**config.mk**
```make
export PLATFORM = sky130hd
export DESIGN_NAME = fetch_unit
export DESIGN_NICKNAME = d
export VERILOG_FILES = /design/src/rtl/fetch_pkg.sv /design/src/rtl/fetch_unit.sv
export SDC_FILE = /design/constraint.sdc
export NUM_CORES = 1
export LEC_CHECK = 0
export ABC_AREA = 1
export CAP_MARGIN = 0
export CORE_ASPECT_RATIO = 2
export CORE_MARGIN = 4
export CORE_UTILIZATION = 55
export DETAILED_ROUTE_END_ITERATION = 8
export PLACE_DENSITY_LB_ADDON = 0.12
export SLEW_MARGIN = 0
export SYNTH_ARGS = -nofsm -noshare
export SYNTH_HDL_FRONTEND = slang
export SYNTH_SLANG_ARGS = --single-unit
export TNS_END_PERCENT = 30
```
**constraint.sdc**
```tcl
create_clock -name clk -period 5.1 [get_ports clk]
set_clock_uncertainty 0.05 [all_clocks]
set_input_delay 1.02 -clock clk [delete_from_list [all_inputs] [get_ports clk]]
set_output_delay 1.02 -clock clk [all_outputs]
set_load 0.05 [all_outputs]
```
**src/rtl/fetch_pkg.sv**
```systemverilog
// Shared types and constants for the instruction fetch stage.
package fetch_pkg;

    typedef enum logic [1:0] {
        S_IDLE  = 2'd0,
        S_FETCH = 2'd1,
        S_HAVE  = 2'd2,
        S_DROP  = 2'd3
    } fetch_state_t;

    localparam logic [31:0] DEFAULT_RESET_PC = 32'h0000_0000;
    localparam logic [31:0] NOP_INSTR        = 32'h0000_0000;

    function automatic logic [31:0] align_pc(input logic [31:0] addr);
        return {addr[31:2], 2'b00};
    endfunction

endpackage

```
**src/rtl/fetch_unit.sv**
```systemverilog
// Instruction fetch stage: one outstanding request at a time, with redirects
// that land while a request is in flight remembered and applied once it completes.
module fetch_unit
    import fetch_pkg::*;
#(
    parameter logic [31:0] RESET_PC = DEFAULT_RESET_PC
) (
    input  logic        clk,
    input  logic        rst_n,
    input  logic        StallF,
    input  logic        PCSrcE,
    input  logic [31:0] PCTargetE,
    output logic        imem_req,
    output logic [31:0] imem_addr,
    input  logic        imem_ack,
    input  logic [31:0] imem_rdata,
    output logic [31:0] InstrF,
    output logic [31:0] PCF,
    output logic [31:0] PCPlus4F,
    output logic        ValidF,
    output logic        FetchStall
);

    fetch_state_t state;
    logic [31:0]  pend_target;

    assign imem_addr = align_pc(PCF);

    // A response that arrives after a redirect belongs to the old path and is
    // thrown away; the request is then reissued at the redirect target.
    always_ff @(posedge clk or negedge rst_n) begin
        if (!rst_n) begin
            state       <= S_IDLE;
            PCF         <= RESET_PC;
            PCPlus4F    <= RESET_PC + 32'd4;
            InstrF      <= NOP_INSTR;
            ValidF      <= 1'b0;
            imem_req    <= 1'b0;
            FetchStall  <= 1'b1;
            pend_target <= 32'h0000_0000;
        end else begin
            case (state)
                S_IDLE: begin
                    state      <= S_FETCH;
                    imem_req   <= 1'b1;
                    FetchStall <= 1'b1;
                end
                S_FETCH: begin
                    if (imem_ack) begin
                        if (PCSrcE) begin
                            PCF      <= align_pc(PCTargetE);
                            PCPlus4F <= align_pc(PCTargetE) + 32'd4;
                        end else begin
                            InstrF     <= imem_rdata;
                            ValidF     <= 1'b1;
                            state      <= S_HAVE;
                            imem_req   <= 1'b0;
                            FetchStall <= 1'b0;
                        end
                    end else if (PCSrcE) begin
                        pend_target <= PCTargetE;
                        state       <= S_DROP;
                    end
                end
                S_DROP: begin
                    if (PCSrcE) begin
                        pend_target <= PCTargetE;
                    end
                    if (imem_ack) begin
                        state <= S_FETCH;
                        if (PCSrcE) begin
                            PCF      <= align_pc(PCTargetE);
                            PCPlus4F <= align_pc(PCTargetE) + 32'd4;
                        end else begin
                            PCF      <= align_pc(pend_target);
                            PCPlus4F <= align_pc(pend_target) + 32'd4;
                        end
                    end
                end
                S_HAVE: begin
                    // A redirect overrides a decode stall: the held instruction is on the wrong path.
                    if (PCSrcE) begin
                        PCF        <= align_pc(PCTargetE);
                        PCPlus4F   <= align_pc(PCTargetE) + 32'd4;
                        InstrF     <= NOP_INSTR;
                        ValidF     <= 1'b0;
                        state      <= S_FETCH;
                        imem_req   <= 1'b1;
                        FetchStall <= 1'b1;
                    end else if (!StallF) begin
                        PCF        <= PCPlus4F;
                        PCPlus4F   <= PCPlus4F + 32'd4;
                        ValidF     <= 1'b0;
                        state      <= S_FETCH;
                        imem_req   <= 1'b1;
                        FetchStall <= 1'b1;
                    end
                end
                default: begin
                    state <= S_IDLE;
                end
            endcase
        end
    end

endmodule

```
Word level (Yosys, flattened, before mapping)
Cells that the tools add are included.

Add/subtract/negate cells: 3. Mux-type cells: 38. Eq/ne operators: 12. Reductions and logical operators: 11.

Operator list (number): 32-bit 2-to-1 mux (17); 32-bit one-hot mux with 3 select lines (2); 32-bit one-hot mux with 2 select lines (2); 32-bit by 3-bit adder with 32-bit output (second input constant) (3); 4-bit AND reduction (4); 2-bit 2-to-1 mux (6); 2-bit != test (second input constant) (6); 3-bit != test (second input constant) (3); 1-bit 2-to-1 mux (8); 2-bit one-hot mux with 4 select lines (1); 3-bit nonzero test (2); 5-bit AND reduction (1); 2-bit == test (second input constant) (2); 2-bit nonzero test (2); 1-bit one-hot mux with 3 select lines (1); 2-bit by 1-bit == test with 1-bit output (second input constant) (1); 2-bit zero test (1); 1-bit one-hot mux with 2 select lines (1); 2-bit AND reduction (1).

Logic and storage cells: 72. Bits in registers: 133. Bits of input ports: 69. Output and inout port bits: 131.

Depth between registers and ports, before layout
Gate-level depths: netlist (run 1).

Depth in word-level cells: 4. Depth in mapped cells: 14. Depth with buffers taken out: 13.

Worst setup path after synthesis (run 1)
No wires, ideal clock.

Kind: input to register. Start: in PCTargetE[4]. End: reg PCPlus4F[21]. Arrival: 2.082 ns. Data required time: 4.931 ns. Stages on the path: 10. Path buffers: 1. Path slack: 2.849 ns. Cells stage by stage: buf_2 nand3_1 nor2_1 nand2_1 nor2_1 nand3_1 o21ai_0 nand2_1 a21oi_1 nor2_1.

Word-level cells in the longest chain between the ends: 4.

Ends and longest elaborated chain: start: declaration (line fetch_unit.sv:12) `input logic [31:0] PCTargetE,`; 32-bit by 3-bit adder with 32-bit output (*) (line fetch_unit.sv:52, fetch_unit.sv:73, fetch_unit.sv:84); 32-bit 2-to-1 mux, on equally long branches (line fetch_unit.sv:71, fetch_unit.sv:50); 32-bit 2-to-1 mux, on equally long branches (line fetch_unit.sv:69, fetch_unit.sv:49); 32-bit one-hot mux with 3 select lines (*) (line fetch_unit.sv:42) `case (state)`; end signal: assignment (line fetch_unit.sv:52) `PCPlus4F <= align_pc(PCTargetE) + 32'd4;`; end signal: assignment (line fetch_unit.sv:73) `PCPlus4F <= align_pc(PCTargetE) + 32'd4;`; end signal: assignment (line fetch_unit.sv:84) `PCPlus4F <= align_pc(PCTargetE) + 32'd4;`; end: declaration (line fetch_unit.sv:19) `output logic [31:0] PCPlus4F,`.

Every way passes the cells marked *; elsewhere a longest branch is shown, timed or not. The select of a mux whose other input is x is not followed. A chain may end at the register's enable or synchronous reset.

Worst setup path in the final report (run 1)
Start: in PCSrcE. End: reg PCF[6].

Word-level cells in the longest chain between the ends: 3.

Ends and longest elaborated chain: start: declaration (line fetch_unit.sv:11) `input logic PCSrcE,`; 32-bit 2-to-1 mux (line fetch_unit.sv:71) `if (PCSrcE) begin`; 32-bit 2-to-1 mux (line fetch_unit.sv:69) `if (imem_ack) begin`; 32-bit one-hot mux with 3 select lines (line fetch_unit.sv:42); end signal: assignment (line fetch_unit.sv:51) `PCF <= align_pc(PCTargetE);`; end signal: assignment (line fetch_unit.sv:72) `PCF <= align_pc(PCTargetE);`; end signal: assignment (line fetch_unit.sv:75) `PCF <= align_pc(pend_target);`; end: declaration (line fetch_unit.sv:18) `output logic [31:0] PCF,`.

Several ways; a longest one is shown, not always the timed one. The select of a mux whose other input is x is not followed.

==> impl_metrics.ini, run 1 <==
[synth]
synth_edf_count = 0
synth_top_area_share_pct = 34.1
async_flop_share_pct = 100
seq_area_frac_synth_pct = 34.7
synth-seq-cells = 128
synth_cells = 1434
syn_avg_cell_area_um2 = 6.44
synth_cell_types = 46
ys.warnings.count = 0
synth_area_leaders = dfrtp_1 34%, nand2_1 17%, o21ai_0 8.0%
synth_area_mm2 = 0.00924
synthFlopType = dfrtp_1
synth_top_cell_by_area = dfrtp_1

[final_layout]
nFillCells = 1389
drive_above_1_share_pct = 5.12
antenna_cells = 0
fin_cells = 1786
nNetsFinal = 1641
syn_to_final_growth_pct = 25.7

[pwr]
p_switching_mw = 4.81
p_leak_nw = 5.14
p_comb_share_pct = 60.9
seq_power_share_pct = 24.6
internal_power_mw = 3.95
p_clk_share_pct = 14.5
ir_worst_vdd_mv = 0.699
cellPowerDensity_mw_per_mm2 = 754
switching_share_pct = 54.9

[worst_setup_path]
critPathMaxStageDelay_ns = 0.49
crit_required_ns = 5.35
crit_family = simple AND/OR/NAND/NOR gates
crit_fanout = 38
cp-start-kind = input pin
cpMostUsedCell = buf_12
critPathArrivalTime_ns = 3.51
reg2reg_depth = 9
timing.critical_path.cells = buf_2 > nor2_4 > nand3_1 > nand2_4 > inv_2 > buf_12 > buf_12 > nor2_1 > a41oi_1
reg2reg_from = state[1]$_DFFE_PN0P_
crit_slowest_cell = nand2_4
r2r_slack_ns = 1.98
crit_type = in -> reg
critPathCaptureType = register
crit_buf_inv = 4
rr_endpoint = PCF[6]$_DFFE_PN0P_

[timing]
finalHoldViolations = 0
fin_crit_ns = 3.27
drv_slew = 0
worst_pin_slew_ns = 0.943
whs_ns = 0.437
post-route-period-util_pct = 64.1
worst_slack_ns = 1.83
fmax_ghz = 0.306
relSlewSlack_pct = 37.1
tns_ns = 0
rsz0062_at_grt = false
setup-violations-final = 0

[drt]
drcViolationCount = 0
drtAntennaViolNets = 0
wire_per_inst_um = 20.7
drtIter0Drc = 887
vias = 10700
post_drt_via_cell_ratio = 5.98
first_pass_iters = 6
drt-total-wl_um = 36900

[clock_network]
path_clk_slew_ns = 0.06
cts_tree = yes
cts_max_level = 4
cts-resized-gates = 0
postCtsSetupRepairBufs = 0
clock-sinks = 128
numCtsBuffers = 17
cts_hold_buf = 0
cts_root_buf = clkbuf_16
clockBufferDepth = 2
insertion_delay_ns = 0.43

[global_route]
antenna_found_initial = 0
grt_use_total_pct = 38.8
grt_pass1_vias = 10600
grt_pass1_wl_um = 56100
grt_max_degree = 96
grt-ovfl-total = 0

[floorplanning]
die-area_mm2 = 0.0191
fp.coreArea_mm2 = 0.0164
io_pins = 200
rows = 66
dieWidth_um = 99.7
initial_utilization_pct = 56.5
dieHeight_um = 191

[placed_design]
dp.final_hpwl_um = 27200
dp_cells = 1754
place.gp.congestion = 1.01
port_buffers = 193
place_ws_ns = 1.50

[min_path]
hold_path.class = reg -> reg
hold_depth = 2
min-delay-start = ValidF$_DFFE_PN0P_
hold_end = ValidF$_DFFE_PN0P_

[job]
maxCapViolations = 0

[status]
status = complete, no violations
## registers in the layout (all words and copies together) (netlist names)
register	flops
pend_target	30
ValidF	1
PCF	31
PCPlus4F	30
FetchStall	1
state	2
InstrF	32
imem_req	1
## cells in the mapped netlist, types with 3 or more instances
library cell,number
a31oi_1,5
inv_1,153
nand3_1,116
inv_2,3
dfrtp_1,126
buf_6,3
a41oi_1,18
nor3_1,7
a22oi_1,6
o21ai_0,147
nand2_1,423
nor2_2,9
a21oi_1,58
o22ai_1,6
o21ai_1,6
nand2_2,3
xor2_1,11
nand4_1,13
buf_2,22
clkbuf_1,24
a41oi_2,5
mux2_2,10
ha_1,3
nor2_1,189
buf_4,39
buf_1,5
## routing by layer
metal  global-route usage (%)  share of wire (%)  wire length, µm  up-vias
met5                        0                  0                0        -
met4                     27.5                7.5             2780        0
met3                     7.60                8.1             3000      189
met2                     65.9                 50            18500      691
met1                     42.4                 34            12700     4916
li1                         -                  -                -     4881
## power groups by stage
| stage | Combinational [mW] | Clock (mW) | Sequential (mW) |
|---|---|---|---|
| detailed placement | 5.27 | 0 | 2.14 |
| global route | 5.68 | 1.32 | 2.21 |
| floorplan | 2.50 | 0 | 3.24 |
| global placement | 5.19 | 0 | 2.12 |
| CTS | 5.30 | 1.27 | 2.13 |
| finish | 5.33 | 1.27 | 2.16 |
## tightest hold or removal path, cell delays in order (launching register included)
cell and delay, ns:
dfrtp_1 0.35, nand2_1 0.06, nand2_1 0.05
## cell usage in the layout, fill, tap and decap left out, types with 10 or more instances in the layout
| cell | n |
|---|---|
| nand3_1 | 116 |
| clkbuf_16 | 17 |
| dfrtp_1 | 126 |
| nor2_1 | 189 |
| mux2_2 | 10 |
| xor2_1 | 11 |
| clkdlybuf4s50_1 | 191 |
| inv_1 | 152 |
| nand4_1 | 13 |
| a21oi_1 | 58 |
| buf_4 | 12 |
| nand2_1 | 423 |
| a41oi_1 | 18 |
| o21ai_0 | 147 |
## kinds of logic after synthesis
logic type	share of synthesized area (%)
adder cells (fa/ha/maj)	0.406
buffers and inverters	12.4
other	0.0406
multiplexers	1.22
AND/OR/NAND/NOR	33.8
AO/OA/AOI/OAI	16.3
XOR/XNOR	1.14
flip-flops	34.7
## worst max-delay path by stage
stage	from	endpoint	depth (start not counted)
3_5_place_dp	PCSrcE	PCF[6]$_DFFE_PN0P_	9
3_3_place_gp	PCSrcE	PCF[18]$_DFFE_PN0P_	9
2_1_floorplan	PCTargetE[4]	PCPlus4F[21]$_DFFE_PN0P_	10
4_1_cts	PCSrcE	PCF[6]$_DFFE_PN0P_	9
6_report	PCSrcE	PCF[6]$_DFFE_PN0P_	9
5_1_grt	PCSrcE	PCF[6]$_DFFE_PN0P_	11
## per-stage QoR
stage	util (%)	power, mW	area [µm²]
CTS	71.0	8.70	11600
finish	71.0	8.76	11600
global route	71.0	9.22	11600
detailed placement	67.4	7.42	11000
floorplan	-	5.73	9250
global placement	67.4	7.32	11000
## area by class of cell
cell class	instances	area, µm²	area share, %
multi-input cells	1056	4900	42.2
clock buffers	23	468	4.03
flip-flops and latches	128	3210	27.6
repair buffers	207	2060	17.7
inverters	159	599	5.16
clock inverters	9	133	1.14
well taps	204	255	2.20
No activity file was read; power rests on OpenSTA's default activity.
==> run 2, diff against run 1 <==
CORE_UTILIZATION = 52   (was 55)
clock period = 3.2 ns   (was 5.1 ns; I/O delays follow)
==> impl_metrics.ini, run 2 (synthesized netlist as in run 1, its figures left out) <==
[status]
status = complete, no violations

[final_layout]
largest_register = InstrF
fin_cells = 1802
antenna_cells = 0
design_area_mm2 = 0.0118
largestRegisters = InstrF x32, PCF x31
largest_reg_flops = 32
drive_above_1_share_pct = 5.84
layout_common_cells = 423 x nand2_1, 191 x clkdlybuf4s50_1, 189 x nor2_1
syn_to_final_growth_pct = 27.2
final_common_cell = nand2_1
nNetsFinal = 1651

[floorplanning]
initial_utilization_pct = 53.2
io_pins = 200
dieHeight_um = 197
rows = 68
fp.coreArea_mm2 = 0.0174
dieWidth_um = 102
die-area_mm2 = 0.0201

[timing]
setup-violations-final = 0
rsz0062_at_grt = false
finalHoldViolations = 0
post-route-period-util_pct = 80.7
worst_slack_ns = 0.618
worst_pin_slew_ns = 0.680
fin_crit_ns = 2.58
tns_ns = 0
drv_slew = 0
fmax_ghz = 0.387
relSlewSlack_pct = 54.7

[clock_network]
cts_max_level = 4
cts_root_buf = clkbuf_16
clockBufferDepth = 2
cts-resized-gates = 0
path_clk_slew_ns = 0.07
numCtsBuffers = 17
insertion_delay_ns = 0.43
clock-sinks = 128
cts_tree = yes

[global_route]
grt_use_total_pct = 36.6
grt_pass1_wl_um = 55800
grt_max_degree = 82
grt_pass1_vias = 10300
antenna_found_initial = 0
grt-ovfl-total = 0

[drt]
drtIter0Drc = 808
top_layer_used = met4
wire_per_inst_um = 20.1
vias = 10500
wl_met1_um = 12600
first_pass_iters = 6
wl_met3_um = 2780
wl_met2_um = 18000
drcViolationCount = 0
post_drt_via_cell_ratio = 5.80
drtAntennaViolNets = 0
drt-total-wl_um = 36100

[placed_design]
place.gp.congestion = 1.04
port_buffers = 193
dp_cells = 1769
place_ws_ns = 0.237
dp.final_hpwl_um = 27200
dpl_cell_area_mm2 = 0.0111

[worst_setup_path]
crit_type = reg -> out
cp-start-kind = register
crit_buf_inv = 1
crit_family = buffers and inverters
crit_required_ns = 2.51
critPathMaxStageDelay_ns = 0.89
timing.critical_path.cells = clkdlybuf4s50_1
crit_slowest_cell = clkdlybuf4s50_1
critPathArrivalTime_ns = 1.89
crit_fanout = 6
critPathCaptureType = output pin

[job]
maxCapViolations = 0

[pwr]
ir_worst_vdd_mv = 0.983
p_leak_nw = 5.22
cellPowerDensity_mw_per_mm2 = 1200

[min_path]
hold_path.class = reg -> reg
run 2: area by class of cell:
type | count | area, µm²
fill | 1607 | 5600
timing repair buffer | 217 | 2160
multi-input combinational | 1056 | 4900
tap | 210 | 263
clock buffer | 19 | 443
inverter | 159 | 599
sequential | 128 | 3210
clock inverter | 13 | 185
run 2: through the flow:
step	power [mW]	util (%)	hold WS [ns]
3_3_place_gp	11.7	64.0	0.411
2_1_floorplan	9.14	-	0.294
4_1_cts	14.0	67.7	0.433
3_5_place_dp	11.9	64.0	0.414
6_report	14.1	67.7	0.428
5_1_grt	14.9	67.7	0.470
run 2: what timing repair did:
item | 4_1_cts | 5_1_grt
hold endpoints to repair | 14 | 0
hold buffers | 1 | 0
buffers inserted | 0 | 0
run 2: worst paths after layout:
check / startpoint / end / slack [ns] / cells after the start
max: PCPlus4F[27]$_DFFE_PN0P_ / PCPlus4F[27] / 0.62 / 1
min: ValidF$_DFFE_PN0P_ / ValidF$_DFFE_PN0P_ / 0.43 / 2
max reg2reg: PCPlus4F[2]$_DFFE_PN1P_ / PCPlus4F[26]$_DFFE_PN0P_ / 0.69 / 12
min reg2reg: ValidF$_DFFE_PN0P_ / ValidF$_DFFE_PN0P_ / 0.43 / 2
max in group asynchronous: rst_n / InstrF[29]$_DFFE_PN0P_ / 1.83 / 3
min in group asynchronous: rst_n / PCF[6]$_DFFE_PN0P_ / 0.56 / 2
run 2: worst register-to-register path: stages (launching register included):
cell and delay (ns):
dfstp_2 0.57, ha_1 0.25, nand2_1 0.13, nor2_1 0.30, nand3_1 0.23, nor2_1 0.28, nand2_1 0.14, nor2_1 0.10
nand2_1 0.05, nand2_1 0.07, nand2_1 0.09, nand2_1 0.08, a21oi_1 0.06
run 2: power by group:
group	leakage (nW)	internal, mW	switching [mW]	total, mW
sequential	1.52	2.45	0.962	3.41
combinational	3.40	2.61	5.93	8.54
clock	0.303	1.33	0.801	2.13
total	5.22	6.39	7.69	14.1
run 2: layer usage:
metal / track usage [%] / vias to the layer above
met3: 6.02 / 155
met4: 24.5 / 0
met2: 61.5 / 586
li1: - / 4899
met1: 41.7 / 4813
met5: 0 / -
